==> src/rtl/operand_decomposer.sv <==
// Splits two IEEE-754 single-precision operands into sign, exponent and fraction.
// It also flags infinity/NaN, finds the larger magnitude and computes a saturated alignment shift.
//
// Ports:
//   clk_i, rst_i (async, active-low)
//   data_valid_i, x_i, y_i   : operand pair in, accepted only while idle
//   busy_o                   : high while a pair is in flight
//   data_valid_o             : one-cycle pulse, decomposed outputs valid
//   x/y_sign_o, x/y_exp_o, x/y_frac_o : raw fields
//   x_greater_o              : |x| >= |y|
//   exp_shift_o              : |x_exp - y_exp| saturated to SHIFT_SAT
//   x/y_infinity_o, x/y_nan_o: special-value flags
module operand_decomposer #(
    parameter logic [7:0] SHIFT_SAT = 8'd24
) (
    input  logic        clk_i,
    input  logic        rst_i,
    input  logic        data_valid_i,
    output logic        busy_o,
    input  logic [31:0] x_i,
    input  logic [31:0] y_i,
    output logic        data_valid_o,
    output logic        x_sign_o,
    output logic        y_sign_o,
    output logic [7:0]  x_exp_o,
    output logic [7:0]  y_exp_o,
    output logic [22:0] x_frac_o,
    output logic [22:0] y_frac_o,
    output logic        x_greater_o,
    output logic [7:0]  exp_shift_o,
    output logic        x_infinity_o,
    output logic        y_infinity_o,
    output logic        x_nan_o,
    output logic        y_nan_o
);

    typedef enum logic [1:0] {
        IDLE    = 2'd0,
        DECODE  = 2'd1,
        COMPARE = 2'd2,
        DONE    = 2'd3
    } state_t;

    state_t      r_state;
    logic [31:0] r_x;
    logic [31:0] r_y;

    // Decoded fields are staged internally so the visible outputs
    // only move at the COMPARE->DONE edge.
    logic        r_xs;
    logic        r_ys;
    logic [7:0]  r_xe;
    logic [7:0]  r_ye;
    logic [22:0] r_xf;
    logic [22:0] r_yf;
    logic        r_xinf;
    logic        r_yinf;
    logic        r_xnan;
    logic        r_ynan;

    logic [8:0]  w_diff;
    logic [7:0]  w_shift;
    logic        w_x_greater;

    // Exponent then fraction compare is a plain magnitude compare.
    assign w_x_greater = (r_xe > r_ye) ||
                         ((r_xe == r_ye) && (r_xf >= r_yf));

    assign w_diff = (r_xe >= r_ye) ?
                    ({1'b0, r_xe} - {1'b0, r_ye}) :
                    ({1'b0, r_ye} - {1'b0, r_xe});

    assign w_shift = (w_diff > {1'b0, SHIFT_SAT}) ?
                     SHIFT_SAT : w_diff[7:0];

    always_ff @(posedge clk_i or negedge rst_i) begin
        if (!rst_i) begin
            r_state      <= IDLE;
            r_x          <= '0;
            r_y          <= '0;
            r_xs         <= 1'b0;
            r_ys         <= 1'b0;
            r_xe         <= '0;
            r_ye         <= '0;
            r_xf         <= '0;
            r_yf         <= '0;
            r_xinf       <= 1'b0;
            r_yinf       <= 1'b0;
            r_xnan       <= 1'b0;
            r_ynan       <= 1'b0;
            busy_o       <= 1'b0;
            data_valid_o <= 1'b0;
            x_sign_o     <= 1'b0;
            y_sign_o     <= 1'b0;
            x_exp_o      <= '0;
            y_exp_o      <= '0;
            x_frac_o     <= '0;
            y_frac_o     <= '0;
            x_greater_o  <= 1'b0;
            exp_shift_o  <= '0;
            x_infinity_o <= 1'b0;
            y_infinity_o <= 1'b0;
            x_nan_o      <= 1'b0;
            y_nan_o      <= 1'b0;
        end else begin
            unique case (r_state)
                IDLE: begin
                    if (data_valid_i) begin
                        r_x     <= x_i;
                        r_y     <= y_i;
                        busy_o  <= 1'b1;
                        r_state <= DECODE;
                    end
                end
                DECODE: begin
                    r_xs    <= r_x[31];
                    r_ys    <= r_y[31];
                    r_xe    <= r_x[30:23];
                    r_ye    <= r_y[30:23];
                    r_xf    <= r_x[22:0];
                    r_yf    <= r_y[22:0];
                    r_xinf  <= (&r_x[30:23]) && (r_x[22:0] == '0);
                    r_yinf  <= (&r_y[30:23]) && (r_y[22:0] == '0);
                    r_xnan  <= (&r_x[30:23]) && (r_x[22:0] != '0);
                    r_ynan  <= (&r_y[30:23]) && (r_y[22:0] != '0);
                    r_state <= COMPARE;
                end
                COMPARE: begin
                    x_sign_o     <= r_xs;
                    y_sign_o     <= r_ys;
                    x_exp_o      <= r_xe;
                    y_exp_o      <= r_ye;
                    x_frac_o     <= r_xf;
                    y_frac_o     <= r_yf;
                    x_greater_o  <= w_x_greater;
                    exp_shift_o  <= w_shift;
                    x_infinity_o <= r_xinf;
                    y_infinity_o <= r_yinf;
                    x_nan_o      <= r_xnan;
                    y_nan_o      <= r_ynan;
                    data_valid_o <= 1'b1;
                    r_state      <= DONE;
                end
                DONE: begin
                    data_valid_o <= 1'b0;
                    busy_o       <= 1'b0;
                    r_state      <= IDLE;
                end
                default: begin
                    r_state <= IDLE;
                end
            endcase
        end
    end

endmodule

==> config.mk <==
export PLATFORM = sky130hd
export DESIGN_NAME = operand_decomposer
export DESIGN_NICKNAME = d
export VERILOG_FILES = /design/src/rtl/operand_decomposer.sv
export SDC_FILE = /design/constraint.sdc
export NUM_CORES = 1
export LEC_CHECK = 0
export BUFFER_PORTS_ARGS = -buffer_cell sky130_fd_sc_hd__buf_2
export CAP_MARGIN = 20
export CORE_MARGIN = 5
export CORE_UTILIZATION = 30
export CTS_CLUSTER_DIAMETER = 30
export DETAILED_ROUTE_END_ITERATION = 6
export PLACE_DENSITY_LB_ADDON = 0.05
export REMOVE_ABC_BUFFERS = 1
export SETUP_SLACK_MARGIN = 0.02
export SKIP_LAST_GASP = 1
export SYNTH_ARGS = -nofsm -noshare
export SYNTH_HDL_FRONTEND = slang
export SYNTH_SLANG_ARGS = --single-unit
==> constraint.sdc <==
create_clock -name clk_i -period 3.6 [get_ports clk_i]
set_clock_uncertainty 0.1 [all_clocks]
set_input_delay 0.72 -clock clk_i [delete_from_list [all_inputs] [get_ports clk_i]]
set_output_delay 0.72 -clock clk_i [all_outputs]
set_load 0.03 [all_outputs]
==> flow_summary.yaml, run 1 <==
clock_network:
  clk_path_buf_depth: 3
  cts_setup_buffers: 0
  htreeDepth: 2
  cts_resized: 0
  cts_root_buf: "clkbuf_16"
  clk_latency_ns: 0.56
  holdBufCountCts: 0
  clk_pin_slew_ns: 0.04
  cts_num_sinks: 213
  cts_tree: "built"
  cts_buffers: 55
flow_run:
  cap_violations: 0
synth:
  synthCells: 743
  synth_compound_area_share_pct: 8.18
  yosys.area_share.simple_pct: 6.11
  syn-mean-instance-area_um2: 12.7
  yosysWarnings: 0
  synthAdderAreaFrac_pct: 6.14
  synth-async-reset-ratio_pct: 100
  synth_top_family_by_area: "multiplexers"
  synth-edff-count: 0
  yosys_most_used_dff: "dfrtp_1"
  syn-cell-area_um2: 9420
  synthMuxAreaShare_pct: 19.1
  ys_ff_latch: 213
  synthXorXnorAreaFrac_pct: 0.186
  synth_seq_area_share_pct: 56.6
  synth_cell_types: 54
critical_path:
  r2r_slack_ns: 0.79
  required_ns: 3.92
  cp-end-kind: "register"
  crit_start: "r_xe[4]"
  reg2reg_from: "r_xe[4]"
  path_max_fanout: 11
  rr_worst_depth: 9
  crit_end: "exp_shift_o[0]"
  worstReg2RegEnd: "exp_shift_o[0]"
  crit_type: "register to register"
  arrival_ns: 3.13
  crit_path_start_kind: "register"
die:
  die_h_um: 187
  rows: 64
  io_pins: 146
  die_area_um2: 35000
  initial_utilization_pct: 30.6
  core_um2: 30800
  die_x_um: 187
power_and_ir_drop:
  ir_drop_uv: 464
  powerDensity_nw_per_um2: 1210
  p_total_w: 0.0154
  leakagePower_nw: 5.90
global_routing:
  antenna_found_initial: 0
  grt_pass1_wl_mm: 39.6
  grt_overflow_total: 0
  grt_pass1_vias: 7089
  grt_use_total_pct: 13.9
  grt_max_degree: 106
route:
  vias: 6320
  dr.pass1.iters: 5
  drt-total-wl_mm: 24.4
  drt_iter0_drc: 174
  antenna_left: 0
  wl_per_cell_um: 17.9
  via_per_inst: 4.64
  drc: 0
sta:
  tightest_slew_ns: 0.968
  clock.fmax_ghz: 0.356
  final.period_utilization_pct: 78.1
  slew_viol_final: 0
  setup-violations-final: 0
  slew_headroom_pct: 35.5
  setup_tns_ns: 0
  final_hold_viol_count: 0
  fin_crit_ns: 2.81
  holdWs_ns: 0.146
  rsz0062_at_grt: "no"
  fin_ws_ns: 0.790
layout:
  layout_common_cells: "213 x dfrtp_1, 158 x mux2_2, 144 x buf_2"
  final_util_pct: 41.2
  nets: 1031
  diodes: 0
  drive_gt1_share_pct: 43.6
  syn_to_final_growth_pct: 34.9
  layout_commonest_cell: "dfrtp_1"
status:
  status: "completed"
place:
  preCtsSetupSlack_ns: 0.854
  io_buffer_count: 145
  gp_congestion: 0.766
  hpwl_mm: 16.8
min_path:
  hold_class: "input pin to asynchronous set/reset pin"
sequential cells by signal, indices dropped and copies added, names as in the netlist, 2 cells and up:
name,cells
exp_shift_o,8
r_state,2
r_x,32
r_xe,8
r_xf,23
r_y,32
r_ye,8
r_yf,23
x_exp_o,8
x_frac_o,23
y_exp_o,8
y_frac_o,23
cell usage after synthesis, types with 3 or more instances:
cell        n  area share (%)
mux2_2    158              19
ha_1       43             5.7
a21o_1     10            0.80
nand4_1     8            0.53
nor2_1     13            0.52
nor2b_1     8            0.53
inv_1      54             2.2
a21oi_1    15            0.80
o211ai_1    5            0.40
buf_2       3            0.16
nand3_1     8            0.43
o21ai_0    55             2.9
nor3_1      6            0.32
dfrtp_1   213              57
o21a_1      3            0.24
o32ai_1     3            0.28
nand2_1    55             2.2
clkbuf_1   27             1.1
nor4_1     10            0.66
per-layer routing:
layer	wire length [µm]	part of all wire [%]	vias up	track usage, %
met2	11500	47	162	22.6
met1	11000	45	3117	18.0
met5	0	0	-	0
met3	1270	5.2	53	3.64
li1	-	-	2988	-
met4	676	2.8	0	5.03
cell families (layout without fill, tap and decap cells):
family	Yosys count	in the layout
AO/OA/AOI/OAI	117	117
XOR/XNOR	2	2
adder cells (fa/ha/maj)	45	45
buffers and inverters	87	309
flip-flops	213	213
multiplexers	160	160
AND/OR/NAND/NOR	119	119
power breakdown:
group	internal (W)	leakage [nW]	total (W)	switching, W
registers	0.00355	2.60	0.00438	0.000826
clock network	0.00389	1.01	0.00537	0.00147
logic	0.00241	2.29	0.00563	0.00322
how the worst min path moves through the flow:
stage                           to  slack, ns  cells after the start
floorplan                   busy_o       0.32                      0
global placement      data_valid_o       0.37                      2
detailed placement  exp_shift_o[7]       0.38                      1
CTS                   y_frac_o[11]       0.18                      1
global route            y_exp_o[2]       0.24                      1
finish                  y_exp_o[3]       0.15                      1
metrics by stage:
stage | cells | cell area, µm²
after floorplan | 710 | 9270
after global placement | 1258 | 10600
after detailed placement | 1258 | 10600
after CTS | 1361 | 12700
after global routing | 1361 | 12700
final | 1361 | 12700
final cells by class:
type / instances / area (µm²)
Inverter: 54 / 203
Multi-Input combinational cell: 443 / 3770
Sequential cell: 213 / 5330
Fill cell: 2930 / 18100
Tap cell: 396 / 495
Timing Repair Buffer: 152 / 826
Clock inverter: 26 / 455
Clock buffer: 77 / 1620
critical path: stages, from the launching register on:
cell,delay [ns]
dfrtp_1,0.36
inv_1,0.06
ha_1,0.43
a21oi_1,0.25
nand2_1,0.15
o21ai_4,0.28
nand3_1,0.18
a221oi_2,0.41
o211ai_4,0.14
o32ai_1,0.32
(Power assumes the default switching activity.)
==> inputs of run 2 (changes only) <==
==> constraint.sdc (replaced) <==
create_clock -name clk_i -period 2.6 [get_ports clk_i]
set_clock_uncertainty 0.1 [all_clocks]
set_input_delay 0.52 -clock clk_i [delete_from_list [all_inputs] [get_ports clk_i]]
set_output_delay 0.52 -clock clk_i [all_outputs]
set_load 0.03 [all_outputs]
==> run 2 against run 1 <==
Core utilization increased by 0.28 points; power rose by 37%; non-clock buffer count grew 20; largest power group unchanged; worst hold slack lost 0.053 ns; count of clock-buffer cells in the layout shrank 9; highest routed layer unchanged; critical endpoint unchanged; worst setup slack worse by 0.66 ns; sequential share of layout area is 0.29 points lower.
==> flow_summary.yaml, run 2 (same netlist as run 1, synthesis figures left out) <==
critical_path:
  cp.buffers_inverters: 1
  cpLargestDelayFamily: "compound AO/OA/AOI/OAI gates"
  arrival_ns: 2.83
  cp_slowest_cell: "dfrtp_1"
  r2r_slack_ns: 0.13
  cp-end-kind: "register"
  crit_start: "r_xe[4]"
  required_ns: 2.95
  reg2reg_from: "r_xe[4]"
  crit_type: "register to register"
  path_max_fanout: 6
  max_stage_delay_ns: 0.37
  crit_path_start_kind: "register"
  path_cells: "inv_1 > ha_1 > a21oi_2 > nand2_1 > o21ai_4 > nand3_2 > a221oi_4 > o211ai_4 > o32ai_1"
sta:
  final_hold_viol_count: 0
  clock.fmax_ghz: 0.404
  rsz0062_at_grt: "no"
  slew_viol_final: 0
  slew_headroom_pct: 50.1
  setup-violations-final: 0
  fin_crit_ns: 2.47
  final.period_utilization_pct: 95.1
  tightest_slew_ns: 0.742
layout:
  diodes: 0
  layout_commonest_cell: "dfrtp_1"
  layout_common_cells: "213 x dfrtp_1, 158 x mux2_2, 144 x buf_2"
  final_util_pct: 41.5
  fill_cells: 2941
  syn_to_final_growth_pct: 35.8
  drive_gt1_share_pct: 46.5
  nets: 1049
  reg_top3: "r_x: 32 flops, r_y: 32 flops"
global_routing:
  grt_pass1_wl_mm: 39.8
  use_met1_pct: 18.4
  met2_usage_pct: 22.5
  grtUsageMet3_pct: 3.51
  grt_overflow_total: 0
  antenna_found_initial: 0
  grt_use_total_pct: 14.0
  grt_pass1_vias: 7209
  busiest_layer: "met2"
  grt_max_degree: 73
clock_network:
  clk_path_buf_depth: 3
  clk_latency_ns: 0.56
  cts_num_sinks: 213
  cts_root_buf: "clkbuf_16"
  cts_tree: "built"
  htreeDepth: 2
  clk_pin_slew_ns: 0.04
  cts_buffers: 53
power_and_ir_drop:
  powerDensity_nw_per_um2: 1650
  ir_drop_uv: 654
  p_total_w: 0.0211
  leakagePower_nw: 5.90
min_path:
  min_from: "y_i[25]"
  hold_class: "input pin to register"
route:
  vias: 6426
  wl_per_cell_um: 17.8
  antenna_left: 0
  dr.pass1.iters: 4
  drt_iter0_drc: 246
  drc: 0
  via_per_inst: 4.66
  drt-total-wl_mm: 24.6
die:
  die_x_um: 187
  io_pins: 146
  core_um2: 30800
  initial_utilization_pct: 30.6
  die_area_um2: 35000
  die_h_um: 187
  rows: 64
place:
  gp_congestion: 0.810
  io_buffer_count: 145
  hpwl_mm: 17.6
status:
  status: "completed"
flow_run:
  cap_violations: 0
## run 2: cell count changes in the layout (fill, tap and decap cells not counted), sizes merged
cell and change:
buf +19, bufinv -6, inv +1, clkinvlp +7, dlygate4sd3 +1, clkinv +4, clkbuf -9
## run 2: stage by stage
step	area (µm²)	cells	hold slack, ns	setup WS (ns)	TNS [ns]
finish	12800	1378	0.0928	0.126	0
global route	12800	1378	0.0724	0.00290	0
CTS	12700	1375	0.0711	0.0394	0
detailed placement	10800	1271	0.389	-0.0514	-0.127
global placement	10800	1271	0.379	0.134	0
floorplan	9270	710	0.124	-1.00	-59.58
## run 2: repair_timing
item	4_1_cts	5_1_grt
endpoints found under the setup margin	4	5
hold buffers	1	0
pin swaps	2	7
setup buffers	3	3
hold endpoints to repair	66	0
gates resized for setup	2	20
## run 2: layer usage
metal / vias up / wire [µm] / part of all wire [%]
met5: - / 0 / 0
met2: 151 / 11600 / 47
li1: 3025 / - / -
met4: 0 / 714 / 2.9
met1: 3197 / 11100 / 45
met3: 53 / 1120 / 4.5
## run 2: final timing paths
path | endpoint | cells past startpoint
setup reg to reg | exp_shift_o[0] | 9
hold reg to reg | exp_shift_o[4] | 1
hold / removal | r_y[25] | 2
max in group asynchronous | r_yinf | 3
min in group asynchronous | y_exp_o[3] | 2
setup / recovery | exp_shift_o[0] | 9
## run 2: where the power goes
part | internal, W | switching, W
combinational | 0.00372 | 0.00467
clock | 0.00452 | 0.00207
sequential | 0.00492 | 0.00115
## run 2: worst reg2reg max path: cells and delay by family, from the launching register on
kind / cells / cell delay (ns)
DFF: 1 / 0.37
adders and majority gates: 1 / 0.33
and+or+nand+nor: 2 / 0.31
AOI/OAI and AO/OA: 5 / 1.21
buffers and inverters: 1 / 0.06
## run 2: area by class of cell
| class | instances | area, µm² | area share [%] |
|---|---|---|---|
| Clock buffer | 68 | 1480 | 11.6 |
| Clock inverter | 32 | 378 | 2.95 |
| Inverter | 54 | 203 | 1.58 |
| Multi-Input combinational cell | 443 | 3880 | 30.4 |
| Sequential cell | 213 | 5330 | 41.7 |
| Tap cell | 396 | 495 | 3.87 |
| Timing Repair Buffer | 172 | 1020 | 7.97 |
==> inputs of run 3 (changes only) <==
--- a/config.mk
+++ b/config.mk
@@ -5,6 +5,7 @@
 export SDC_FILE = /design/constraint.sdc
 export NUM_CORES = 1
 export LEC_CHECK = 0
+export ABC_AREA = 1
 export BUFFER_PORTS_ARGS = -buffer_cell sky130_fd_sc_hd__buf_2
 export CAP_MARGIN = 20
 export CORE_MARGIN = 5
==> run 3 against run 2 <==
Sequential power down 9.4%; final cell count up 26%; combinational power down 11%; synthesized area up 1.5%; sequential cell count unchanged; global-route usage up 1.4 points; sequential share of layout area down 0.34 points; synthesized cell count up 50%; via count up 19%; power down 4.1%; non-clock buffer count down 12; largest cell class unchanged; highest routed layer unchanged.
==> flow_summary.yaml, run 3 <==
status:
  status: "completed"
synth:
  synth_common_cells: "401 x nand2_1, 213 x dfrtp_1, 155 x o21ai_0"
  synth-async-reset-ratio_pct: 100
  ys_ff_latch: 213
  synthCells: 1111
  synth_cell_types: 31
  synth_top_area_share_pct: 55.7
  synth.largest_area_cell: "dfrtp_1"
  syn-mean-instance-area_um2: 8.61
  synthXorXnorAreaFrac_pct: 0.366
  synth_seq_area_share_pct: 55.7
  yosys.area_share.simple_pct: 21.2
  synth_compound_area_share_pct: 9.68
  yosys_most_used_dff: "dfrtp_1"
  synthAdderAreaFrac_pct: 6.04
  synth_most_common_cell: "nand2_1"
  synthMuxAreaShare_pct: 0
  synth_top_family_by_area: "simple AND/OR/NAND/NOR gates"
  synthTopCellsByArea: "dfrtp_1 56%, nand2_1 16%, o21ai_0 8.1%"
  synth-edff-count: 0
  syn-cell-area_um2: 9570
  yosysWarnings: 0
place:
  io_buffer_count: 145
  preCtsSetupSlack_ns: 0.307
  hpwl_mm: 18.7
  gp_congestion: 0.793
layout:
  reg_top3: "r_x: 32 flops, r_y: 32 flops"
  layout_common_cells: "401 x nand2_1, 213 x dfrtp_1, 155 x o21ai_0"
  syn_to_final_growth_pct: 34.8
  layout_commonest_cell: "nand2_1"
  diodes: 0
  drive_gt1_share_pct: 21.4
  nets: 1401
sta:
  setup_tns_ns: 0
  tightest_slew_ns: 0.684
  slew_viol_final: 0
  clock.fmax_ghz: 0.441
  slew_headroom_pct: 54.4
  final.period_utilization_pct: 87.2
  rsz0062_at_grt: "no"
  final_hold_viol_count: 0
  fin_crit_ns: 2.27
  setup-violations-final: 0
  fin_ws_ns: 0.332
global_routing:
  grt_pass1_wl_mm: 43.9
  grt_pass1_vias: 7955
  grt_use_total_pct: 15.4
  grt_max_degree: 85
  antenna_found_initial: 0
  grt_overflow_total: 0
die:
  initial_utilization_pct: 30.3
  die_x_um: 189
  rows: 65
  io_pins: 146
  die_area_um2: 35600
  core_um2: 31600
  die_h_um: 189
clock_network:
  clk_latency_ns: 0.56
  cts_tree: "built"
  cts_root_buf: "clkbuf_16"
  clk_path_buf_depth: 3
  cts_buffers: 60
  cts_num_sinks: 213
  clk_pin_slew_ns: 0.04
  htreeDepth: 2
power_and_ir_drop:
  ir_drop_uv: 680
  leakagePower_nw: 6.64
  powerDensity_nw_per_um2: 1570
  p_total_w: 0.0202
flow_run:
  cap_violations: 0
critical_path:
  cp-end-kind: "register"
  crit_type: "register to register"
  required_ns: 2.94
  arrival_ns: 2.61
  path_max_fanout: 7
  crit_path_start_kind: "register"
route:
  vias: 7625
  drt_iter0_drc: 330
  via_per_inst: 4.38
  wl_per_cell_um: 15.5
  antenna_left: 0
  dr.pass1.iters: 5
  drc: 0
  drt-total-wl_mm: 27.0
min_path:
  hold_class: "input pin to register"
-- run 3: changes by cell type after synthesis, sizes merged, moves of 14 or more --
cell,delta
nor2,+14
nand2,+357
o21ai,+97
nand3,+14
mux2,-158
inv,+77
-- run 3: layer usage --
metal  up-vias  global-route usage, %  wire length [µm]
li1       3884                      -                 -
met1      3524                   22.1             13400
met4         0                   3.92               555
met3        54                   4.06              1350
met2       163                   23.2             11600
met5         -                      0                 0
-- run 3: path summary, 6_finish.rpt --
kind,start,endpoint,slack (ns),depth (start not counted)
hold reg to reg,x_frac_o[6],x_frac_o[6],0.36,2
hold / removal,x_i[22],r_x[22],0.06,3
min in group asynchronous,rst_i,y_frac_o[4],0.40,2
setup reg to reg,r_xe[7],x_greater_o,0.33,11
setup / recovery,r_xe[7],x_greater_o,0.33,11
max in group asynchronous,rst_i,x_frac_o[17],1.29,3
-- run 3: cells by family after synthesis --
| group | count (synthesis) |
|---|---|
| xor gates and xnor gates | 4 |
| adders and majority gates | 45 |
| buffers and inverters | 176 |
| and+or+nand+nor | 491 |
| DFF | 213 |
| AOI/OAI and AO/OA | 182 |
-- run 3: per-stage QoR --
stage	instances	area [µm²]	util, %	hold WS (ns)
finish	1741	12900	40.9	0.0576
global route	1741	12900	40.9	0.0303
CTS	1741	12900	40.9	0.0290
detailed placement	1628	10800	34.4	0.356
global placement	1628	10800	34.4	0.353
floorplan	1067	9390	-	0.124
-- run 3: area by class of cell --
type | count | area [µm²]
well taps | 402 | 503
multi-input cells | 722 | 3570
flip-flops and latches | 213 | 5330
clock inverters | 31 | 344
fillers | 3272 | 18700
repair buffers | 160 | 951
clock buffers | 81 | 1700
inverters | 132 | 502
-- run 3: critical path: stages (launching register included) --
cell	delay, ns
dfrtp_1	0.34
inv_1	0.07
ha_1	0.44
nand2_2	0.13
nor2_4	0.16
inv_2	0.07
nor3_1	0.33
o21ai_0	0.15
a211oi_1	0.18
nand2_1	0.09
nand2_1	0.06
nand2_1	0.05
-- run 3: power by group --
group | total [W] | switching, W | internal, W
combinational | 0.00748 | 0.00511 | 0.00236
sequential | 0.00550 | 0.000792 | 0.00470
clock | 0.00721 | 0.00211 | 0.00511
total | 0.0202 | 0.00801 | 0.0122
-- run 3: what timing repair did --
action,4_1_cts,5_1_grt
endpoints found under the hold margin,55,0
hold buffers,1,0
resized for setup,0,0
setup buffers,0,0
